==> src/rtl/i2c_apb_master_if.sv <==
// Command/response and APB signal bundle for i2c_apb_master.
// The master modport is the design's view; the slave modport is the host/APB-target side.
interface i2c_apb_master_if #(
    parameter int ADDR_WIDTH = 8,
    parameter int DATA_WIDTH = 8
);
    logic                  cmd_valid_i;
    logic                  cmd_ready_o;
    logic                  cmd_write_i;
    logic [ADDR_WIDTH-1:0] cmd_addr_i;
    logic [DATA_WIDTH-1:0] cmd_wdata_i;
    logic                  rsp_valid_o;
    logic [DATA_WIDTH-1:0] rsp_rdata_o;
    logic                  rsp_error_o;
    logic                  psel_o;
    logic                  penable_o;
    logic                  pwrite_o;
    logic [ADDR_WIDTH-1:0] paddr_o;
    logic [DATA_WIDTH-1:0] pwdata_o;
    logic [DATA_WIDTH-1:0] prdata_i;
    logic                  pready_i;

    modport master (
        input  cmd_valid_i, cmd_write_i, cmd_addr_i, cmd_wdata_i, prdata_i, pready_i,
        output cmd_ready_o, rsp_valid_o, rsp_rdata_o, rsp_error_o,
               psel_o, penable_o, pwrite_o, paddr_o, pwdata_o
    );

    modport slave (
        output cmd_valid_i, cmd_write_i, cmd_addr_i, cmd_wdata_i, prdata_i, pready_i,
        input  cmd_ready_o, rsp_valid_o, rsp_rdata_o, rsp_error_o,
               psel_o, penable_o, pwrite_o, paddr_o, pwdata_o
    );
endinterface

==> src/rtl/i2c_apb_master.sv <==
// APB initiator: runs one SETUP/ACCESS transfer per accepted command and returns a response strobe.
// Optional ACCESS wait-state timeout enabled by defining I2C_APB_MASTER_TIMEOUT_EN.
module i2c_apb_master #(
    parameter int ADDR_WIDTH     = 8,
    parameter int DATA_WIDTH     = 8,
    parameter int TIMEOUT_CYCLES = 16
) (
    input  logic               pclk_i,
    input  logic               preset_n_i,
    i2c_apb_master_if.master   bus
);

    typedef enum logic [1:0] {IDLE, SETUP, ACCESS} state_t;

    state_t                state_q,     state_d;
    logic                  cmd_ready_q, cmd_ready_d;
    logic                  psel_q,      psel_d;
    logic                  penable_q,   penable_d;
    logic                  pwrite_q,    pwrite_d;
    logic [ADDR_WIDTH-1:0] paddr_q,     paddr_d;
    logic [DATA_WIDTH-1:0] pwdata_q,    pwdata_d;
    logic                  rsp_valid_q, rsp_valid_d;
    logic [DATA_WIDTH-1:0] rsp_rdata_q, rsp_rdata_d;

`ifdef I2C_APB_MASTER_TIMEOUT_EN
    localparam int CNT_W = $clog2(TIMEOUT_CYCLES + 1);
    localparam logic [CNT_W-1:0] CNT_LAST = CNT_W'(TIMEOUT_CYCLES - 1);

    logic [CNT_W-1:0] tmo_cnt_q, tmo_cnt_d;
    logic             rsp_error_q, rsp_error_d;
`endif

    always_ff @(posedge pclk_i or negedge preset_n_i) begin
        if (!preset_n_i) begin
            state_q     <= IDLE;
            cmd_ready_q <= 1'b1;
            psel_q      <= 1'b0;
            penable_q   <= 1'b0;
            pwrite_q    <= 1'b0;
            paddr_q     <= '0;
            pwdata_q    <= '0;
            rsp_valid_q <= 1'b0;
            rsp_rdata_q <= '0;
`ifdef I2C_APB_MASTER_TIMEOUT_EN
            tmo_cnt_q   <= '0;
            rsp_error_q <= 1'b0;
`endif
        end else begin
            state_q     <= state_d;
            cmd_ready_q <= cmd_ready_d;
            psel_q      <= psel_d;
            penable_q   <= penable_d;
            pwrite_q    <= pwrite_d;
            paddr_q     <= paddr_d;
            pwdata_q    <= pwdata_d;
            rsp_valid_q <= rsp_valid_d;
            rsp_rdata_q <= rsp_rdata_d;
`ifdef I2C_APB_MASTER_TIMEOUT_EN
            tmo_cnt_q   <= tmo_cnt_d;
            rsp_error_q <= rsp_error_d;
`endif
        end
    end

    always_comb begin
        state_d     = state_q;
        psel_d      = psel_q;
        penable_d   = penable_q;
        pwrite_d    = pwrite_q;
        paddr_d     = paddr_q;
        pwdata_d    = pwdata_q;
        rsp_valid_d = 1'b0;
        rsp_rdata_d = rsp_rdata_q;
`ifdef I2C_APB_MASTER_TIMEOUT_EN
        tmo_cnt_d   = tmo_cnt_q;
        rsp_error_d = rsp_error_q;
`endif

        unique case (state_q)
            IDLE: begin
                if (bus.cmd_valid_i && cmd_ready_q) begin
                    state_d   = SETUP;
                    psel_d    = 1'b1;
                    penable_d = 1'b0;
                    pwrite_d  = bus.cmd_write_i;
                    paddr_d   = bus.cmd_addr_i;
                    pwdata_d  = bus.cmd_wdata_i;
                end
            end
            SETUP: begin
                state_d   = ACCESS;
                penable_d = 1'b1;
`ifdef I2C_APB_MASTER_TIMEOUT_EN
                tmo_cnt_d = '0;
`endif
            end
            ACCESS: begin
                // A ready target always wins, even on the cycle the wait limit would be hit.
                if (bus.pready_i) begin
                    state_d     = IDLE;
                    psel_d      = 1'b0;
                    penable_d   = 1'b0;
                    rsp_valid_d = 1'b1;
                    rsp_rdata_d = pwrite_q ? '0 : bus.prdata_i;
`ifdef I2C_APB_MASTER_TIMEOUT_EN
                    rsp_error_d = 1'b0;
                end else if (tmo_cnt_q == CNT_LAST) begin
                    state_d     = IDLE;
                    psel_d      = 1'b0;
                    penable_d   = 1'b0;
                    rsp_valid_d = 1'b1;
                    rsp_rdata_d = '0;
                    rsp_error_d = 1'b1;
                end else begin
                    tmo_cnt_d   = tmo_cnt_q + 1'b1;
`endif
                end
            end
            default: state_d = IDLE;
        endcase

        cmd_ready_d = (state_d == IDLE);
    end

    assign bus.cmd_ready_o = cmd_ready_q;
    assign bus.psel_o      = psel_q;
    assign bus.penable_o   = penable_q;
    assign bus.pwrite_o    = pwrite_q;
    assign bus.paddr_o     = paddr_q;
    assign bus.pwdata_o    = pwdata_q;
    assign bus.rsp_valid_o = rsp_valid_q;
    assign bus.rsp_rdata_o = rsp_rdata_q;
`ifdef I2C_APB_MASTER_TIMEOUT_EN
    assign bus.rsp_error_o = rsp_error_q;
`else
    assign bus.rsp_error_o = 1'b0;
`endif

endmodule

==> src/flat_wrapper.sv <==
// flat-port wrapper written by rule: the top's interface ports become plain ports
module i2c_apb_master_flat 
#(
    parameter int ADDR_WIDTH     = 8,
    parameter int DATA_WIDTH     = 8,
    parameter int TIMEOUT_CYCLES = 16
)
  (pclk_i, preset_n_i, bus_cmd_valid_i, bus_cmd_write_i, bus_cmd_addr_i, bus_cmd_wdata_i, bus_prdata_i, bus_pready_i, bus_cmd_ready_o, bus_rsp_valid_o, bus_rsp_rdata_o, bus_rsp_error_o, bus_psel_o, bus_penable_o, bus_pwrite_o, bus_paddr_o, bus_pwdata_o);
  i2c_apb_master_if #(.ADDR_WIDTH(ADDR_WIDTH), .DATA_WIDTH(DATA_WIDTH)) bus_i ();
  input  logic pclk_i;
  input  logic preset_n_i;
  input wire logic [$bits(bus_i.cmd_valid_i)-1:0] bus_cmd_valid_i;
  input wire logic [$bits(bus_i.cmd_write_i)-1:0] bus_cmd_write_i;
  input wire logic [$bits(bus_i.cmd_addr_i)-1:0] bus_cmd_addr_i;
  input wire logic [$bits(bus_i.cmd_wdata_i)-1:0] bus_cmd_wdata_i;
  input wire logic [$bits(bus_i.prdata_i)-1:0] bus_prdata_i;
  input wire logic [$bits(bus_i.pready_i)-1:0] bus_pready_i;
  output wire logic [$bits(bus_i.cmd_ready_o)-1:0] bus_cmd_ready_o;
  output wire logic [$bits(bus_i.rsp_valid_o)-1:0] bus_rsp_valid_o;
  output wire logic [$bits(bus_i.rsp_rdata_o)-1:0] bus_rsp_rdata_o;
  output wire logic [$bits(bus_i.rsp_error_o)-1:0] bus_rsp_error_o;
  output wire logic [$bits(bus_i.psel_o)-1:0] bus_psel_o;
  output wire logic [$bits(bus_i.penable_o)-1:0] bus_penable_o;
  output wire logic [$bits(bus_i.pwrite_o)-1:0] bus_pwrite_o;
  output wire logic [$bits(bus_i.paddr_o)-1:0] bus_paddr_o;
  output wire logic [$bits(bus_i.pwdata_o)-1:0] bus_pwdata_o;
  assign bus_i.cmd_valid_i = bus_cmd_valid_i;
  assign bus_i.cmd_write_i = bus_cmd_write_i;
  assign bus_i.cmd_addr_i = bus_cmd_addr_i;
  assign bus_i.cmd_wdata_i = bus_cmd_wdata_i;
  assign bus_i.prdata_i = bus_prdata_i;
  assign bus_i.pready_i = bus_pready_i;
  assign bus_cmd_ready_o = bus_i.cmd_ready_o;
  assign bus_rsp_valid_o = bus_i.rsp_valid_o;
  assign bus_rsp_rdata_o = bus_i.rsp_rdata_o;
  assign bus_rsp_error_o = bus_i.rsp_error_o;
  assign bus_psel_o = bus_i.psel_o;
  assign bus_penable_o = bus_i.penable_o;
  assign bus_pwrite_o = bus_i.pwrite_o;
  assign bus_paddr_o = bus_i.paddr_o;
  assign bus_pwdata_o = bus_i.pwdata_o;
  i2c_apb_master #(.ADDR_WIDTH(ADDR_WIDTH), .DATA_WIDTH(DATA_WIDTH), .TIMEOUT_CYCLES(TIMEOUT_CYCLES)) u_core (.pclk_i(pclk_i), .preset_n_i(preset_n_i), .bus(bus_i));
endmodule
==> config.mk <==
export PLATFORM = sky130hd
export DESIGN_NAME = i2c_apb_master_flat
export DESIGN_NICKNAME = d
export VERILOG_FILES = /design/src/rtl/i2c_apb_master_if.sv /design/src/rtl/i2c_apb_master.sv /design/src/flat_wrapper.sv
export SDC_FILE = /design/constraint.sdc
export NUM_CORES = 1
export LEC_CHECK = 0
export CAP_MARGIN = 20
export CORE_ASPECT_RATIO = 1.1
export CORE_MARGIN = 5
export CORE_UTILIZATION = 36
export DETAILED_ROUTE_END_ITERATION = 8
export PLACE_DENSITY = 0.74
export SETUP_SLACK_MARGIN = 0.3
export SLEW_MARGIN = 0
export SYNTH_ARGS = -nofsm -noshare
export SYNTH_HDL_FRONTEND = slang
export SYNTH_SLANG_ARGS = --single-unit
==> constraint.sdc <==
create_clock -name pclk_i -period 1.6 [get_ports pclk_i]
set_input_delay 0.16 -clock pclk_i [delete_from_list [all_inputs] [get_ports pclk_i]]
set_output_delay 0.16 -clock pclk_i [all_outputs]
set_load 0.03 [all_outputs]
==> Yosys cells after proc, flatten, opt, wreduce, memory -nomap -nowiden <==
Cells that the tools add are included.
{ "classes": {"n_eq_ne": 4, "n_reduce_logical": 9, "mux": 11} }
{ "op_table": {"columns": ["op", "count"], "rows": [
  ["2-to-1 mux 8 bit", 1],
  ["case mux 2 bit (3 select lines)", 1],
  ["AND reduction 3 bit", 2],
  ["2-to-1 mux 1 bit", 5],
  ["logical NOT 2 bit", 2],
  ["2-to-1 mux 2 bit", 2],
  ["AND reduction 2 bit", 2],
  ["case mux 1 bit (3 select lines)", 1],
  ["nonzero test 3 bit", 1],
  ["== test 2 x 1 -> 1 bit (second input constant)", 1],
  ["== test 2 bit (second input constant)", 1],
  ["inequality test 2 x 1 -> 1 bit (second input constant)", 1],
  ["inequality test 2 bit (second input constant)", 1],
  ["case mux 1 bit (2 select lines)", 1],
  ["nonzero test 2 bit", 1],
  ["logical AND 1 bit", 1]
]} }
{ "word_totals": {"reg_bits": 31, "out_inout_bits": 30, "word_cells": 33} }

==> Longest topological paths before layout <==
Gate-level depths: netlist of run 1.
{ "logic_depth": {"ltp_word": 4, "ltp_mapped": 4} }

==> Least setup slack after synthesis of run 1 <==
Ideal clock, no wire load.
{ "synth_path": {"path_kind": "register to register", "startpoint": "register u_core.cmd_ready_q, in the netlist u_core.bus.cmd_ready_o", "endpoint": "register u_core.paddr_q[0], in the netlist u_core.bus.paddr_o[0]", "slack_ns": -0.100, "stages_incl_launch_ff": 5, "synth_period_minus_slack_ns": 1.700, "setup_ns": 0.125, "arrival_ns": 1.575, "n_path_buf": 1, "required_time_ns": 1.475, "cell_sequence": "dfstp_2 > nand2_1 > nor3_4 > buf_12 > mux2_4"} }
{ "synth_via": {"elab_chain_cells": 2} }
{ "synth_rtl": {"columns": ["item", "line_no", "rtl"], "rows": [
  ["start: declaration", "i2c_apb_master.sv:16", "logic cmd_ready_q, cmd_ready_d;"],
  ["start signal: assignment", "i2c_apb_master.sv:50", "cmd_ready_q <= cmd_ready_d;"],
  ["logical AND 1 bit", "i2c_apb_master.sv:81", "if (bus.cmd_valid_i && cmd_ready_q) begin"],
  ["AND reduction 2 bit (no line)", null, null],
  ["end signal: assignment", "i2c_apb_master.sv:54", "paddr_q <= paddr_d;"],
  ["end: declaration", "i2c_apb_master.sv:20", "logic [ADDR_WIDTH-1:0] paddr_q, paddr_d;"]
]} }
No other way between the ends.
A chain may end at the register's enable or synchronous reset.

==> Final worst setup path of run 1 <==
{ "layout_path": {"startpoint": "register u_core.cmd_ready_q, in the netlist u_core.bus.cmd_ready_o", "endpoint": "output bus_cmd_ready_o"} }
{ "layout_rtl": {"columns": ["item", "line_no", "rtl"], "rows": [
  ["end: declaration", "flat_wrapper.sv:18", "output wire logic [$bits(bus_i.cmd_ready_o)-1:0] bus_cmd_ready_o;"]
]} }
No word-level cell between the ends.

==> flow_summary.json, run 1 <==
{
  "synth_top_area_frac": 0.5958,
  "seqCellArea_um2": 777.0,
  "drc": 0,
  "async_flop_share": 1.000,
  "grtUsageTotal": 0.1331,
  "cp_slowest_cell": "dfstp_2",
  "fin_skew_ps": 12.72,
  "stdcell_area_um2": 1936,
  "syn_nets": 120,
  "fmax_mhz": 697.1,
  "cts_max_level": 2,
  "synth-seq-cells": 31,
  "synth_commonest_cells": "dfrtp_1, mux2_2, nand2_1, nand2b_1, o21ai_0",
  "place_ws_ps": 24.08,
  "die_y_um": 72.05,
  "synth_edf_count": 0,
  "worstSetupPathType": "reg2out",
  "ys_types": 20,
  "num_io_pins": 59,
  "cp_max_fo": 3,
  "yosys.area.top_type": "dfrtp_1",
  "grt_start_max_net_pins": 20,
  "multi_input_area_um2": 449.2,
  "place_area_um2": 1911,
  "ant_nets": 0,
  "hold_path.class": "in2async",
  "via_per_inst": 4.400,
  "core_um2": 3358,
  "max_cap_viol_count": 0,
  "netlist_area_um2": 1260,
  "ys_seq_area_frac": 0.6167,
  "cp.arrival_ps": 1270,
  "ctsLongestPathBuffers": 2,
  "timing.critical_path.buf_inv": 1,
  "grt_pass1_wl_um": 4747,
  "hold_viol_final": 0,
  "synth.most_common_cell": "dfrtp_1",
  "grt_antenna_before_repair": 0,
  "post-route-min-period_ps": 1435,
  "final-max-slew-violation-count": 0,
  "rsz0062_at_grt": "yes",
  "final_util": 0.5764,
  "wire_per_inst_um": 14.16,
  "synth_area_leaders": "dfrtp_1, mux2_4, mux2_2",
  "cts_tree": "built",
  "antenna_cells": 0,
  "finalCritPeriodShare": 0.8966,
  "synthFlopType": "dfrtp_1",
  "outcome": "finished clean",
  "clk_pin_slew_worst_paths_ps": 90,
  "syn_to_final_growth_pct": 53.62,
  "start_util": 0.3752,
  "yosysWarnings": 0,
  "num_rows": 22,
  "first_iter_violations": 20,
  "portBuffers": 57,
  "path_depth": 1,
  "grt_pass1_vias": 1006,
  "syn_area_per_cell_um2": 13.85,
  "rrSetupSlack_ps": 170,
  "dp_hpwl_um": 2295,
  "cts_setup_buffers": 0,
  "cp-start-kind": "flop",
  "reg2reg_depth": 4,
  "overflow": 0,
  "required_ps": 1440,
  "cts.sinks": 31,
  "drt-total-wl_um": 2902,
  "clk_latency_ps": 330,
  "worstPathCellList": "dlygate4sd2_1",
  "fill_cells": 313,
  "drt-pass1-iter-count": 4,
  "rr_endpoint": "u_core.bus.pwdata_o[7]$_DFFE_PN0P_",
  "p_leak_nw": 0.8918,
  "dieArea_um2": 4784,
  "die_w_um": 66.41,
  "end_kind": "primary output",
  "slowest_delay_ps": 550,
  "vias": 902,
  "synth_cells": 91,
  "cellPowerDensity_nw_per_um2": 2079,
  "fin_nets": 186,
  "worst_ir_drop_vdd_v": 0.0008751,
  "fin_ws_ps": 165.5,
  "drive_above_1_share": 0.2102,
  "path_delay_family": "flip-flops",
  "gp_congestion": 0.6630,
  "r2r_start": "u_core.bus.cmd_ready_o$_DFF_PN1_",
  "setup_violations": 0,
  "cts_root_buf": "clkbuf_4",
  "cts_buffers": 5
}
layer usage:
layer / share of wire / vias up / track usage
met2: 0.50 / 37 / 0.2216
met3: 0.070 / 7 / 0.04644
met1: 0.41 / 422 / 0.1493
li1: - / 436 / -
met4: 0.022 / 0 / 0.06772
met5: 0 / - / 0
timing repair:
action	CTS	global route
gates resized for setup	30	8
endpoints found under the setup margin	46	26
hold buffers	0	0
placed cells by master (no fill, tap or decap), types with 2 or more instances in the layout:
cell,count
buf_4,4
clkbuf_4,5
clkdlybuf4s15_1,7
clkdlybuf4s50_1,28
dfrtp_1,30
dlygate4sd2_1,21
mux2_2,9
mux2_4,8
nand2_1,8
nand2b_1,9
nand3_1,2
nand3b_1,2
o21ai_0,9
or2b_1,2
sequential cells by signal (all words and copies together) (netlist names):
register                cells
u_core.bus.cmd_ready_o      1
u_core.bus.paddr_o          8
u_core.bus.penable_o        1
u_core.bus.psel_o           1
u_core.bus.pwdata_o         8
u_core.bus.pwrite_o         1
u_core.bus.rsp_rdata_o      8
u_core.bus.rsp_valid_o      1
u_core.state_q              2
per-stage QoR:
stage,hold slack [ps],std cells,setup TNS (ps),power [mW]
after CTS,83.01,205,0,4.067
final,92.77,205,0,4.025
after global routing,91.90,205,0,4.261
after floorplan,-135.6,91,-550.9,2.862
after global placement,436.6,198,0,3.818
after detailed placement,437.2,198,0,3.885
cells by family (layout without fill, tap and decap cells):
group           Yosys count  count (layout)  synth area share
flops                    31              31            0.6167
buf+inv                   4              70           0.02879
compound gates           12              12           0.05362
mux                      17              17            0.1758
other cells               1               1          0.002976
simple gates             26              26            0.1221
report_power, final:
group	internal [mW]	total, mW	switching, mW
combinational	0.935	2.16	1.22
sequential	1.18	1.43	0.246
clock	0.203	0.443	0.240
worst max-delay path by stage:
| stage | start | end | slack [ps] |
|---|---|---|---|
| 2_1_floorplan | u_core.bus.cmd_ready_o$_DFF_PN1_ | u_core.bus.paddr_o[0]$_DFFE_PN0P_ | -70 |
| 3_3_place_gp | bus_cmd_valid_i | u_core.bus.pwrite_o$_DFFE_PN0P_ | 70 |
| 3_5_place_dp | bus_cmd_valid_i | u_core.bus.paddr_o[4]$_DFFE_PN0P_ | 20 |
| 4_1_cts | u_core.bus.cmd_ready_o$_DFF_PN1_ | bus_cmd_ready_o | 140 |
| 5_1_grt | u_core.bus.cmd_ready_o$_DFF_PN1_ | u_core.bus.paddr_o[1]$_DFFE_PN0P_ | 100 |
| 6_report | u_core.bus.cmd_ready_o$_DFF_PN1_ | bus_cmd_ready_o | 170 |
area by class of cell:
| class | instances | share of cell area |
|---|---|---|
| clock buffers | 6 | 0.02650 |
| multi-input cells | 56 | 0.2321 |
| well taps | 48 | 0.03103 |
| flip-flops and latches | 31 | 0.4014 |
| clock inverters | 1 | 0.002586 |
| inverters | 1 | 0.001939 |
| repair buffers | 62 | 0.3045 |
(Power assumes the default switching activity.)
==> run 2: changes to the inputs <==
Settings changed: CORE_UTILIZATION 36 to 43, PLACE_DENSITY 0.74 to 0.83, SLEW_MARGIN 0 to 20.
Clock period 1.6 ns to 1.9 ns, I/O delays scaled along.
==> flow_summary.json, run 2 (synthesis gave the netlist of run 1 again) <==
{
  "stdcell_area_um2": 1988,
  "outcome": "finished clean",
  "worstPathCellList": "clkdlybuf4s50_1",
  "power_frac_comb": 0.539,
  "core_um2": 2803,
  "sw_frac_of_total": 0.4089,
  "cts_tree": "built",
  "cts_max_level": 2,
  "fmax_mhz": 641.1,
  "portBuffers": 57,
  "p_leak_nw": 1.071,
  "syn_to_final_growth_pct": 57.80,
  "clk_pin_slew_worst_paths_ps": 100,
  "vias": 930,
  "fin_nets": 185,
  "slowest_delay_ps": 670,
  "drt-total-wl_um": 2952,
  "overflow": 0,
  "intPower_mw": 2.111,
  "drt-pass1-iter-count": 3,
  "die_w_um": 61.61,
  "grt_start_max_net_pins": 32,
  "grtUsageTotal": 0.1686,
  "cp-start-kind": "flop",
  "dieArea_um2": 4114,
  "first_iter_violations": 12,
  "drive_above_1_share": 0.1975,
  "hold_viol_final": 0,
  "path_delay_family": "buffers and inverters",
  "timing.critical_path.buf_inv": 1,
  "grt_pass1_vias": 1023,
  "cp.arrival_ps": 1370,
  "start_util": 0.4496,
  "rsz0062_at_grt": "no",
  "clk_latency_ps": 330,
  "layout_common_cells": "clkdlybuf4s50_1, dfrtp_1, dlymetal6s2s_1",
  "cp_slowest_cell": "clkdlybuf4s50_1",
  "dp_hpwl_um": 2146,
  "worstSetupPathType": "reg2out",
  "final-max-slew-violation-count": 0,
  "grt_pass1_wl_um": 4905,
  "dp.cells": 181,
  "cts_hold_buffers": 0,
  "via_per_inst": 4.895,
  "final_cells": 190,
  "place_area_um2": 1864,
  "hold_path.class": "in2async",
  "grt_antenna_before_repair": 0,
  "cts.sinks": 31,
  "final_common_cell": "clkdlybuf4s50_1",
  "cp_max_fo": 2,
  "die_y_um": 66.77,
  "finalCritPeriodShare": 0.8210,
  "cts_buffers": 5,
  "p_seq_frac": 0.339,
  "antenna_cells": 0,
  "p_sw_mw": 1.460,
  "required_ps": 1710,
  "num_rows": 20,
  "ant_nets": 0,
  "r2r_start": "u_core.bus.cmd_ready_o$_DFF_PN1_",
  "num_io_pins": 59,
  "post-route-min-period_ps": 1560,
  "wire_per_inst_um": 15.54,
  "worst_ir_drop_vdd_v": 0.001230,
  "cellPowerDensity_nw_per_um2": 1796,
  "fill_cells": 206,
  "ctsLongestPathBuffers": 2,
  "gp_congestion": 0.6878,
  "fin_skew_ps": 6.975,
  "power.share.clock": 0.122,
  "setup_violations": 0,
  "drc": 0,
  "end_kind": "primary output",
  "final_util": 0.7094,
  "cts_root_buf": "clkbuf_4",
  "crit_path_start": "u_core.bus.paddr_o[4]$_DFFE_PN0P_",
  "final.setup.tns_ps": 0,
  "max_cap_viol_count": 0
}
## run 2: cell count changes in the layout (fill, tap and decap cells not counted)
cell,change
clkdlybuf4s15_1,-7
clkbuf_1,+1
dlymetal6s2s_1,+21
buf_12,-1
clkinv_2,-1
clkbuf_2,-1
clkbuf_8,+1
dlygate4sd2_1,-17
clkdlybuf4s50_1,+4
## run 2: layer usage
| metal | wire length, um | track usage | vias up |
|---|---|---|---|
| met4 | 62 | 0.08753 | 0 |
| met1 | 1093 | 0.1898 | 446 |
| met3 | 325 | 0.07171 | 8 |
| li1 | - | - | 438 |
| met2 | 1471 | 0.2657 | 38 |
| met5 | 0 | 0 | - |
## run 2: power groups by stage
stage          logic, mW  clock network [mW]  registers [mW]
2_1_floorplan      0.592                   0            1.82
3_3_place_gp        1.96                   0            1.21
3_5_place_dp        1.99                   0            1.24
4_1_cts             1.98               0.451            1.23
5_1_grt             2.05               0.484            1.27
6_report            1.92               0.437            1.21
## run 2: worst paths after layout
path / slack [ps] / to / cells past startpoint
hold / removal: 240 / u_core.bus.penable_o$_DFFE_PN0P_ / 2
min in group pclk_i: 420 / u_core.bus.rsp_rdata_o[5]$_DFFE_PN0P_ / 3
setup reg to reg: 480 / u_core.bus.paddr_o[0]$_DFFE_PN0P_ / 4
hold reg to reg: 480 / u_core.bus.rsp_rdata_o[1]$_DFFE_PN0P_ / 2
max in group asynchronous: 1350 / u_core.bus.cmd_ready_o$_DFF_PN1_ / 2
setup / recovery: 340 / bus_paddr_o[4] / 1
## run 2: final cells by class
class / instances / area, um^2 / share of cell area
repair buffers: 61 / 648.1 / 0.3260
clock buffers: 8 / 68.82 / 0.03461
inverters: 1 / 3.754 / 0.001888
well taps: 33 / 41.29 / 0.02077
multi-input cells: 56 / 449.2 / 0.2259
flip-flops and latches: 31 / 777.0 / 0.3908
## run 2: metrics by stage
stage | setup slack [ps] | total power [mW] | hold WS, ps
2_1_floorplan | 231.1 | 2.410 | -105.6
3_3_place_gp | 344.1 | 3.169 | 461.9
3_5_place_dp | 325.8 | 3.229 | 469.1
4_1_cts | 303.5 | 3.656 | 241.8
5_1_grt | 300.4 | 3.801 | 254.6
6_report | 340.1 | 3.571 | 240.7
## run 2: timing repair
item / CTS / global route
setup endpoints to repair: 4 / 24
setup buffers: 0 / 1
gates resized for setup: 4 / 21
